===== config.mk =====
export PLATFORM = sky130hd
export DESIGN_NAME = rx_stream_decoder
export DESIGN_NICKNAME = d
export VERILOG_FILES = /design/src/rtl/rx_enc_pkg.sv /design/src/rtl/rx_sym_fifo.sv /design/src/rtl/rx_stream_decoder.sv
export SDC_FILE = /design/constraint.sdc
export NUM_CORES = 1
export LEC_CHECK = 0
export ABC_AREA = 1
export CORE_ASPECT_RATIO = 0.75
export CORE_MARGIN = 5
export CORE_UTILIZATION = 55
export CTS_CLUSTER_SIZE = 40
export DETAILED_ROUTE_END_ITERATION = 6
export PLACE_DENSITY = 0.74
export RECOVER_POWER = 100
export SYNTH_ARGS = -nofsm -noshare
export SYNTH_HDL_FRONTEND = slang
export SYNTH_SLANG_ARGS = --single-unit

===== constraint.sdc =====
create_clock -name clk -period 3.9 [get_ports clk]
set_clock_uncertainty 0.2 [all_clocks]
set_input_delay 0.78 -clock clk [delete_from_list [all_inputs] [get_ports clk]]
set_output_delay 0.78 -clock clk [all_outputs]
set_load 0.005 [all_outputs]

===== src/rtl/rx_enc_pkg.sv =====
// Shared types and helpers for the Simple Encoding receive path.
package rx_enc_pkg;

  typedef enum logic {HUNT = 1'b0, LOCKED = 1'b1} rx_state_e;

  localparam logic [9:0] SYNC_DEF = 10'b1111100000;

  localparam int STOP_IDX = 0;
  localparam int PAR_IDX  = 1;

  function automatic logic odd_par(input logic [31:0] v);
    return ^v;
  endfunction

  function automatic int marker_idx(input int sym_w);
    return sym_w - 1;
  endfunction

endpackage


===== src/rtl/rx_sym_fifo.sv =====
// Small synchronous FIFO; a push while full is taken when a pop lands on the same edge.
module rx_sym_fifo #(
  parameter int W     = 7,
  parameter int DEPTH = 4
) (
  input  logic         clk,
  input  logic         rst,
  input  logic         push,
  input  logic [W-1:0] wdata,
  input  logic         pop,
  output logic [W-1:0] rdata,
  output logic         full,
  output logic         empty
);
  localparam int AW = $clog2(DEPTH);
  localparam logic [AW:0] FULL_CNT = (AW+1)'(DEPTH);

  logic [W-1:0]  mem [DEPTH];
  logic [AW-1:0] wptr, rptr;
  logic [AW:0]   cnt;
  logic          do_push, do_pop;

  assign empty   = (cnt == '0);
  assign full    = (cnt == FULL_CNT);
  assign do_pop  = pop & ~empty;
  assign do_push = push & (~full | do_pop);
  // Head reads as zero when empty so dout is clean after reset.
  assign rdata   = empty ? '0 : mem[rptr];

  always_ff @(posedge clk) begin
    if (do_push) mem[wptr] <= wdata;
  end

  always_ff @(posedge clk) begin
    if (rst) begin
      wptr <= '0;
      rptr <= '0;
      cnt  <= '0;
    end else begin
      if (do_push) wptr <= wptr + 1'b1;
      if (do_pop)  rptr <= rptr + 1'b1;
      cnt <= cnt + {{AW{1'b0}}, do_push} - {{AW{1'b0}}, do_pop};
    end
  end

endmodule


===== src/rtl/rx_stream_decoder.sv =====
// Serial symbol receiver: sync hunt, per-symbol check/decode, payload FIFO.
module rx_stream_decoder
  import rx_enc_pkg::*;
#(
  parameter int               SYM_W      = 10,
  parameter logic [SYM_W-1:0] SYNC_WORD  = SYNC_DEF,
  parameter int               MAX_ERR    = 4,
  parameter int               FIFO_DEPTH = 4,
  localparam int              DATA_W     = SYM_W - 3
) (
  input  logic              clk,
  input  logic              rst,
  input  logic              ser_in,
  input  logic              ser_valid,
  output logic [DATA_W-1:0] dout,
  output logic              dout_valid,
  input  logic              dout_ready,
  output logic              locked,
  output logic              sym_err,
  output logic              overflow
);
  localparam int FW = $clog2(SYM_W + 1);
  localparam int BW = $clog2(SYM_W);
  localparam int EW = $clog2(MAX_ERR + 1);
  localparam logic [FW-1:0] FILL_MAX  = FW'(SYM_W);
  localparam logic [FW-1:0] FILL_LOCK = FW'(SYM_W - 1);
  localparam logic [BW-1:0] BIT_LAST  = BW'(SYM_W - 1);
  localparam logic [EW-1:0] ERR_LAST  = EW'(MAX_ERR - 1);

  rx_state_e         state, state_n;
  logic [SYM_W-2:0]  sr;
  logic [SYM_W-1:0]  win;
  logic [FW-1:0]     fill, fill_n;
  logic [BW-1:0]     bitcnt, bitcnt_n;
  logic [EW-1:0]     errcnt, errcnt_n;
  logic              push, err_n, good, full, empty, pop;

  // Only the low SYM_W-1 history bits are ever observed, so that is all we keep.
  assign win  = {sr, ser_in};
  assign good = ~win[marker_idx(SYM_W)] & win[STOP_IDX]
              & odd_par(32'(win[SYM_W-2:PAR_IDX]));

  assign locked     = (state == LOCKED);
  assign dout_valid = ~empty;
  assign pop        = dout_valid & dout_ready;

  always_comb begin
    state_n  = state;
    fill_n   = fill;
    bitcnt_n = bitcnt;
    errcnt_n = errcnt;
    push     = 1'b0;
    err_n    = 1'b0;
    if (ser_valid) begin
      case (state)
        HUNT: begin
          if (fill != FILL_MAX) fill_n = fill + 1'b1;
          if (fill >= FILL_LOCK && win == SYNC_WORD) begin
            state_n  = LOCKED;
            bitcnt_n = '0;
            errcnt_n = '0;
          end
        end
        LOCKED: begin
          bitcnt_n = bitcnt + 1'b1;
          if (bitcnt == BIT_LAST) begin
            bitcnt_n = '0;
            if (win == SYNC_WORD) begin
              errcnt_n = '0;
            end else if (good) begin
              push     = 1'b1;
              errcnt_n = '0;
            end else begin
              err_n = 1'b1;
              if (errcnt == ERR_LAST) begin
                state_n  = HUNT;
                fill_n   = '0;
                errcnt_n = '0;
              end else begin
                errcnt_n = errcnt + 1'b1;
              end
            end
          end
        end
        default: state_n = HUNT;
      endcase
    end
  end

  always_ff @(posedge clk) begin
    if (rst) begin
      state    <= HUNT;
      sr       <= '0;
      fill     <= '0;
      bitcnt   <= '0;
      errcnt   <= '0;
      sym_err  <= 1'b0;
      overflow <= 1'b0;
    end else begin
      state   <= state_n;
      fill    <= fill_n;
      bitcnt  <= bitcnt_n;
      errcnt  <= errcnt_n;
      sym_err <= err_n;
      if (ser_valid) sr <= win[SYM_W-2:0];
      if (push & full & ~pop) overflow <= 1'b1;
    end
  end

  rx_sym_fifo #(.W(DATA_W), .DEPTH(FIFO_DEPTH)) u_fifo (
    .clk   (clk),
    .rst   (rst),
    .push  (push),
    .wdata (win[SYM_W-2:2]),
    .pop   (pop),
    .rdata (dout),
    .full  (full),
    .empty (empty)
  );

endmodule


Word-level counts from Yosys, hierarchy flattened

Memory sizes are Yosys's and may differ from the RTL's. A register that Yosys moved wholly into a read port is not among the register bits.
Index checks and enable logic that the tools add are counted.

Flip-flop bits (word level): 30
RAM bits: 28
Input port bits: 5
Logic and storage cells: 84
Memories kept: 1

Memory list:

| name       | depth | bits a word | read ports | clocked after memory_dff | write ports | line              | text |
|---|---|---|---|---|---|---|---|
| u_fifo.mem | 4     | 7           | 1          | 1                        | 1           | rx_sym_fifo.sv:18 | `logic [W-1:0] mem [DEPTH];` |

Add/sub/neg operators: 7
$lt $le $gt $ge: 1
Equality and inequality tests: 11
Multiplexer cells: 32
Bitwise logic cells: 15
Reductions and logical operators: 7

Operators by type and width:

| kind                   | number |
|---|---|
| $reduce_xor A32 Y1     | 1 |
| $mux W4                | 7 |
| $pmux W4 S2            | 2 |
| $mux W3                | 5 |
| $mux W1                | 13 |
| $eq A10 B10 Y1 const B | 1 |
| $add A4 B1 Y4 const B  | 2 |
| $ne A2 B2 Y1 const B   | 4 |
| $and A1 B1 Y1          | 7 |
| $mux W7                | 1 |
| $not A1 Y1             | 7 |
| $pmux W3 S2            | 1 |
| $reduce_and A6 Y1      | 1 |
| $reduce_or A5 Y1       | 1 |
| $add A2 B1 Y2 const B  | 2 |
| $eq A4 B4 Y1 const B   | 1 |
| $ge A4 B4 Y1 const B   | 1 |
| $mux W2                | 2 |
| $ne A2 B1 Y1 const B   | 2 |
| $ne A4 B4 Y1 const B   | 1 |
| $add A3 B1 Y3          | 1 |
| $add A3 B1 Y3 const B  | 1 |
| $eq A3 B2 Y1 const B   | 1 |
| $eq A3 B3 Y1 const B   | 1 |
| other kinds (7)        | 7 |

Depth between registers and ports, before layout

Gate-level depths: netlist of the first run.

Depth in word-level cells: 11
Mapped depth: 16
Gate-level depth less buffers: 16

Modules after synthesis

From an unflattened synthesis of the first run, not the netlist that was laid out.

Cells, all modules: 361
Area, all modules: 3019.1 um^2

Modules (own cells, without submodules):

| module            | times used | cells an instance | area an instance (um^2) | sequential area each (um^2) |
|---|---|---|---|---|
| rx_sym_fifo       | 1          | 151               | 1577.8                  | 1021.0 |
| rx_stream_decoder | 1          | 210               | 1441.4                  | 460.4 |

Worst setup path before layout of the first run

No wires, ideal clock.

Path type: input -> register
Start point: in ser_in
End point: reg u_fifo.cnt[2]
Setup time: 0.122 ns
Data arrival time: 2.460 ns
Setup slack: 1.118 ns
Cell stages on the path: 16
Buffers on the path: 0
Path through: inv_1 nand2_1 nor2_2 inv_2 nor2_4 inv_1 nand2_1 nor2_2 nand4_4 inv_1 ha_1 inv_1 fa_1 xor2_1 o21ai_0 a21oi_1

Longest elaborated chain between the ends: 10
Elaborated cells between the ends (all ways): 11
Classes of those cells: 2 x add/sub; 1 x eq/ne; 5 x mux; 3 x bitwise

Ends and longest elaborated chain:

| element              | line                    | text |
|---|---|---|
| from (decl)          | rx_stream_decoder.sv:13 | `input logic ser_in,` |
| $and A1 B1 Y1        | rx_stream_decoder.sv:40 | `assign good = ~win[marker_idx(SYM_W)] & win[STOP_IDX]` |
| $and A1 B1 Y1        | rx_stream_decoder.sv:41 | `& odd_par(32'(win[SYM_W-2:PAR_IDX]));` |
| $mux W1              | rx_stream_decoder.sv:70 | `end else if (good) begin` |
| $mux W1 (*)          | rx_stream_decoder.sv:68 | `if (win == SYNC_WORD) begin` |
| $mux W1 (*)          | rx_stream_decoder.sv:66 | `if (bitcnt == BIT_LAST) begin` |
| $mux W1 (*)          | rx_stream_decoder.sv:55 | `case (state)` |
| $mux W1 (*)          | rx_stream_decoder.sv:54 | `if (ser_valid) begin` |
| $and A1 B1 Y1 (*)    | rx_sym_fifo.sv:26       | `assign do_push = push & (~full \| do_pop);` |
| $add A3 B1 Y3 (*)    | rx_sym_fifo.sv:42       | `cnt <= cnt + {{AW{1'b0}}, do_push} - {{AW{1'b0}}, do_pop};` |
| $sub A3 B1 Y3 (*)    | rx_sym_fifo.sv:42       |  |
| to (signal assigned) | rx_sym_fifo.sv:42       |  |
| to (decl)            | rx_sym_fifo.sv:20       | `logic [AW:0] cnt;` |

Mark *: on every way between the ends. The rest lies on a longest branch, timed or not.
A chain may end at the register's enable or synchronous reset.

Worst setup path in the final report of the first run

Same ends and word-level chain as after synthesis.

==> results of run 1 <==
==> power by group through the flow <==
stage                     Sequential, W  Clock (W)  Combinational, W
after floorplan                0.000734          0          0.000237
after global placement         0.000757          0          0.000379
after detailed placement       0.000757          0          0.000386
after CTS                      0.000744   0.000550          0.000389
after global routing           0.000751   0.000584          0.000415
final                          0.000744   0.000537          0.000364
==> metal layers <==
layer	share of wire	global-route usage	up-vias
met3	0.050	0.0722	12
met1	0.51	0.241	968
met4	0.020	0.0737	0
met5	0	0	-
li1	-	-	1159
met2	0.42	0.243	45
==> logic make-up (layout without fill, tap and decap cells) <==
| kind of cell | Yosys count | after routing | share of synthesized area |
|---|---|---|---|
| XOR/XNOR | 3 | 3 | 0.00901 |
| AO/OA/AOI/OAI | 64 | 64 | 0.113 |
| adder cells (fa/ha/maj) | 14 | 14 | 0.0627 |
| AND/OR/NAND/NOR | 145 | 145 | 0.228 |
| flip-flops | 60 | 60 | 0.508 |
| buffers and inverters | 60 | 84 | 0.0790 |
==> final cells by class <==
| type | instances | area [sq um] |
|---|---|---|
| clock buffer | 13 | 180 |
| sequential | 60 | 1480 |
| clock inverter | 3 | 17.5 |
| fill | 470 | 1930 |
| inverter | 52 | 196 |
| tap | 75 | 93.8 |
| timing repair buffer | 16 | 158 |
| multi-input combinational | 226 | 1180 |
==> worst max-delay path: stages <==
cell           delay (ns)
dlygate4sd3_1        0.53
inv_1                0.07
nand2_1              0.07
nor2_2               0.03
clkinv_1             0.04
nor2_1               0.08
inv_1                0.09
nand2_1              0.07
nor2_1               0.30
nand4_4              0.23
inv_1                0.10
ha_1                 0.14
inv_1                0.05
fa_1                 0.43
xor2_1               0.18
o21ai_0              0.09
a21oi_1              0.14
==> worst paths after layout <==
check                start            end  slack [ns]  cells past startpoint
setup reg to reg     sr[2]  u_fifo.cnt[2]        1.07                     14
setup / recovery    ser_in  u_fifo.cnt[2]        0.54                     17
hold reg to reg   overflow       overflow        0.25                      2
hold / removal    overflow       overflow        0.25                      2
==> stage by stage <==
stage	std cells	hold WS, ns	instance area (sq um)	worst slack (ns)	util
3_5_place_dp	429	0.245	3130	0.446	0.598
6_report	445	0.252	3310	0.544	0.631
2_1_floorplan	346	0.212	2920	1.12	-
3_3_place_gp	429	0.224	3130	0.504	0.598
4_1_cts	445	0.257	3330	0.799	0.636
5_1_grt	445	0.283	3310	0.369	0.631
==> cell usage in the layout (no fill, tap or decap), types with 2 or more instances in the layout <==
master / instances
a21oi_1: 31
clkbuf_8: 11
clkdlybuf4s50_1: 3
clkinv_2: 3
dfxtp_1: 32
dlygate4sd3_1: 12
edfxtp_1: 28
ha_1: 13
inv_1: 50
nand2_1: 56
nand3_1: 13
nand3_2: 2
nand4_1: 5
nand4_4: 2
nor2_1: 58
nor2_2: 2
nor3_1: 4
o21ai_0: 29
xor2_1: 2
==> state kept, by name, summed over array words and instances, names as in the netlist, named ones only <==
register and flops:
locked 1, bitcnt 4, u_fifo.mem 28, errcnt 3, fill 4, u_fifo.rptr 2, sym_err 1, overflow 1
u_fifo.cnt 3, u_fifo.wptr 2, sr 9
==> key figures, run 1 <==
Power and ir drop
  – Cell leakage power: 1.41 nW
  – Total internal power: 0.00116 W
  – Tot Pwr: 0.00164 W
  – Switching share of power: 0.294
  – Clock power share: 0.326
  – Sw power: 0.000483 W
  – Pwr/cell area: 497 mW/mm^2
  – Peak supply drop: 0.332 mV
  – Sequential power share: 0.452
  – Combinational power share: 0.221

Layout
  – Layout Nets: 384
  – P&R area growth vs syn: 13.4%
  – Fraction of layout cells with a size suffix above 1: 0.0703
  – Ant diodes: 0

Worst setup path
  – Req. time, crit path: 3.97 ns
  – Startpoint Class: input pin
  – CP max FO: 9
  – Critical Path Sink Type: flip-flop
  – Arrival time at the worst endpoint: 3.42 ns
  – WS Path Type: in2reg

Clock network
  – Root buffer cell: clkbuf_8
  – Clock buffer depth: 2
  – Clock buffer count from CTS: 9
  – Post-CTS Setup Repair Bufs: 0
  – Skew-Pair Late Insertion Delay: 0.34 ns
  – Clk slew on worst S/H paths: 0.06 ns
  – PostCTS Resize Cnt: 0
  – Post-CTS Hold Buffers: 0
  – CTS tree: yes
  – CTS Sinks: 60
  – H-tree Lvls: 3

Run status
  – Outcome: finished, final reports clean

Floorplan
  – CORE AREA: 0.00524 sq mm
  – IO Count: 16
  – Initial Utilization: 0.557
  – # rows: 23
  – Die X: 94.1 um
  – Die Ht: 73.1 um
  – Die ar.: 0.00687 sq mm

Synth
  – Dominant synthesized flop cell: dfxtp_1
  – Leading area contributor after synthesis: edfxtp_1
  – Syn nets: 365
  – Syn Inst Count: 346
  – Post-synth EDFFs: 28
  – Synthesized area: 0.00292 sq mm
  – Count leader, synth: nor2_1
  – Synth top cells by count: nor2_1 (56), nand2_1 (54), inv_1 (49)
  – Yosys cell types: 30
  – Async set-reset flop share out of synthesis: 0
  – Synthesis-stage register bit count: 60
  – Top cell type's share of synthesized area: 0.288
  – Syn avg cell area: 8.43 sq um
  – Leading post-synthesis cells by cell area: edfxtp_1 (29%), dfxtp_1 (22%), nor2_1 (7.2%), nand2_1 (7.0%), inv_1 (6.3%)
  – Register area share after synthesis: 0.508
  – Syn. warnings: 0

Timing
  – RSZ-0062 raised after global routing: false
  – Worst-Margin Slew: 0.688 ns
  – Fin crit period: 3.36 ns
  – Fin. max-slew vios: 0
  – Final Hold Fails: 0
  – Fin crit share: 0.860
  – Slew headroom: 0.540
  – Fmax: 0.298 GHz
  – Final setup viols: 0
  – Setup TNS: 0 ns

Global routing
  – GRT Residual Overflow: 0
  – GRT Total Usage: 0.175
  – Initial antenna violation count: 0
  – Vias in the first global route: 1985
  – Largest net degree at the start of global routing: 24
  – First-pass GRT wire length: 9130 um

Place
  – Port Buffers: 15
  – Routability cong.: 0.780
  – Post-DP HPWL: 3880 um

Drt
  – Antenna Nets Post-Route: 0
  – Via count: 2184
  – Vias per std cell: 4.91
  – Drt total wl: 5380 um
  – DRC: 0
  – Wire per inst: 12.1 um
  – 1st-iter DRT viols: 135
  – Drt first pass iters: 5

Flow run
  – Max-cap viol count: 0

Min path
  – Worst min-delay path class: reg2reg
Power figures use the tool's default switching activity.
==> run 2, diff against run 1 <==
--- a/config.mk
+++ b/config.mk
@@ -6,6 +6,7 @@
 export NUM_CORES = 1
 export LEC_CHECK = 0
 export ABC_AREA = 1
+export ABC_CLOCK_PERIOD_IN_PS = 3900
 export CORE_ASPECT_RATIO = 0.75
 export CORE_MARGIN = 5
 export CORE_UTILIZATION = 55
==> results of run 2 <==
Same layout as run 1: the final DEF is identical, and so are final timing and power.
==> run 3, diff against run 2 <==
--- a/config.mk
+++ b/config.mk
@@ -12,6 +12,7 @@
 export CORE_UTILIZATION = 55
 export CTS_CLUSTER_SIZE = 40
 export DETAILED_ROUTE_END_ITERATION = 6
+export MAX_ROUTING_LAYER = met4
 export PLACE_DENSITY = 0.74
 export RECOVER_POWER = 100
 export SYNTH_ARGS = -nofsm -noshare
==> run 3 against run 2 <==
Global-route usage grew 0.53 points. Critical path type unchanged. Final cell count is the same. Clock-buffer cell count did not move. Core utilization unchanged. Largest cell class unchanged. Largest power group unchanged. Maximum frequency about the same. Via count decreased by 0.60%.
==> key figures, run 3 (same netlist as run 1, synthesis figures left out) <==
Worst setup path
  – Arrival time at the worst endpoint: 3.42 ns (about the same)
  – Crit path largest cell delay: 0.53 ns (about the same)
  – Req. time, crit path: 3.97 ns (about the same)
  – Critical Path Sink Type: flip-flop
  – Most used cell along the critical path: inv_1
  – Slowest-stage cell, CP: dlygate4sd3_1
  – Buf/Inv on CP: 6 (unchanged)
  – WS Path Type: in2reg
  – Critical path's top delay family: buffers and inverters
  – CP max FO: 9 (unchanged)
  – Crit-path cells: dlygate4sd3_1 > inv_1 > nand2_1 > nor2_2 > clkinv_1 > nor2_1 > inv_1 > nand2_1 > nor2_1 > nand4_4 > inv_1 > ha_1 > inv_1 > fa_1 > xor2_1 > o21ai_0 > a21oi_1
  – Startpoint Class: input pin

Timing
  – Fin. max-slew vios: 0 (unchanged)
  – RSZ-0062 raised after global routing: false
  – Fmax: 0.298 GHz (about the same)
  – Final Hold Fails: 0 (unchanged)
  – Worst-Margin Slew: 0.649 ns (-0.0388 ns)
  – Setup TNS: 0 ns (unchanged)
  – Fin crit period: 3.35 ns (-0.00301 ns)
  – Final setup viols: 0 (unchanged)
  – Slew headroom: 0.566 (+0.0260)
  – Hold slack: 0.252 ns (-0.000108 ns)
  – Fin crit share: 0.860 (about the same)

Layout
  – Max reg flops: 28 (unchanged)
  – Fillers: 470 (unchanged)
  – Layout Nets: 384 (unchanged)
  – Most frequent cells in the layout: nor2_1 (58), nand2_1 (56), inv_1 (50), dfxtp_1 (32), a21oi_1 (31)
  – Largest regs: u_fifo.mem x28, sr x9
  – Top reg by flops: u_fifo.mem
  – P&R area growth vs syn: 13.4% (unchanged)
  – Finished Layout Cells: 445 (unchanged)
  – Commonest non-fill, non-tap cell in the layout: nor2_1
  – Ant diodes: 0 (unchanged)
  – Fraction of layout cells with a size suffix above 1: 0.0703 (unchanged)

Clock network
  – Clock buffer depth: 2 (unchanged)
  – Root buffer cell: clkbuf_8
  – Post-CTS Hold Buffers: 0 (unchanged)
  – H-tree Lvls: 3 (unchanged)
  – Clk slew on worst S/H paths: 0.06 ns (about the same)
  – CTS tree: yes
  – Post-CTS Setup Repair Bufs: 0 (unchanged)
  – Clock buffer count from CTS: 9 (unchanged)
  – CTS Sinks: 60 (unchanged)
  – PostCTS Resize Cnt: 0 (unchanged)
  – Skew-Pair Late Insertion Delay: 0.34 ns (about the same)

Place
  – DP Cell Count: 429 (unchanged)
  – Post-DP HPWL: 3880 um (unchanged)
  – Port Buffers: 15 (unchanged)
  – Routability cong.: 0.791 (+1.4%)

Power and ir drop
  – Peak supply drop: 0.332 mV (about the same)
  – Pwr/cell area: 497 mW/mm^2 (-0.11%)
  – Cell leakage power: 1.41 nW (unchanged)

Global routing
  – First-pass GRT wire length: 9130 um (unchanged)
  – Initial antenna violation count: 0 (unchanged)
  – Largest net degree at the start of global routing: 24 (unchanged)
  – GRT Residual Overflow: 0 (unchanged)
  – Vias in the first global route: 1980 (-0.25%)
  – GRT Total Usage: 0.180 (+0.00527)

Floorplan
  – IO Count: 16 (unchanged)
  – CORE AREA: 0.00524 sq mm (unchanged)
  – Initial Utilization: 0.557 (unchanged)
  – # rows: 23 (unchanged)
  – Die Ht: 73.1 um (unchanged)
  – Die X: 94.1 um (unchanged)
  – Die ar.: 0.00687 sq mm (unchanged)

Drt
  – Vias per std cell: 4.88 (-0.60%)
  – Via count: 2171 (-0.60%)
  – Antenna Nets Post-Route: 0 (unchanged)
  – DRC: 0 (unchanged)
  – Drt first pass iters: 4 (-1)
  – Wire per inst: 12.1 um (-0.11%)
  – Drt total wl: 5370 um (-0.11%)
  – 1st-iter DRT viols: 176 (+30%)

Run status
  – Outcome: finished, final reports clean

Min path
  – Worst min-delay path class: reg2reg

Flow run
  – Max-cap viol count: 0 (unchanged)
==> run 3: cell counts in the layout (fill, tap and decap cells not counted) <==
No cell type changed its count.
==> run 3: layout make-up <==
type                       count  area [sq um]  area share
clock inverter                 3          17.5     0.00530
clock buffer                  13           180      0.0545
multi-input combinational    226          1180       0.357
tap                           75          93.8      0.0284
sequential                    60          1480       0.448
timing repair buffer          16           158      0.0477
inverter                      52           196      0.0594
==> run 3: worst paths after layout <==
check / startpoint / to / slack [ns] / cells after the start
max: ser_in / u_fifo.cnt[2] / 0.55 / 17
min: overflow / overflow / 0.25 / 2
max reg2reg: sr[2] / u_fifo.cnt[2] / 1.08 / 14
min reg2reg: overflow / overflow / 0.25 / 2
==> run 3: layer usage <==
layer / vias to the layer above / part of all wire / track usage
met5: - / 0 / -
met4: 0 / 0.012 / 0.0737
met3: 6 / 0.062 / 0.0722
met2: 49 / 0.42 / 0.243
met1: 958 / 0.51 / 0.241
li1: 1158 / - / -
==> run 3: power by group <==
part           leakage (nW)  internal, W  switching, W
registers             0.518     0.000693     0.0000503
clock network         0.101     0.000302      0.000234
logic                 0.796     0.000166      0.000197
==> run 3: through the flow <==
stage / setup WS (ns) / cell area [sq um] / total power, W / util
2_1_floorplan: 1.12 / 2920 / 0.000971 / -
3_3_place_gp: 0.504 / 3130 / 0.00114 / 0.598
3_5_place_dp: 0.446 / 3130 / 0.00114 / 0.598
4_1_cts: 0.799 / 3330 / 0.00168 / 0.636
5_1_grt: 0.369 / 3310 / 0.00175 / 0.631
6_report: 0.547 / 3310 / 0.00164 / 0.631
==> run 3: worst reg2reg max path, stage by stage, from the launching register on <==
cell and delay, ns:
dfxtp_1 0.46, nor2_1 0.12, nand3_2 0.08, nor2_1 0.10
inv_1 0.09, nand2_1 0.07, nor2_1 0.30, nand4_4 0.23
inv_1 0.10, ha_1 0.14, inv_1 0.05, fa_1 0.43
xor2_1 0.18, o21ai_0 0.09, a21oi_1 0.14
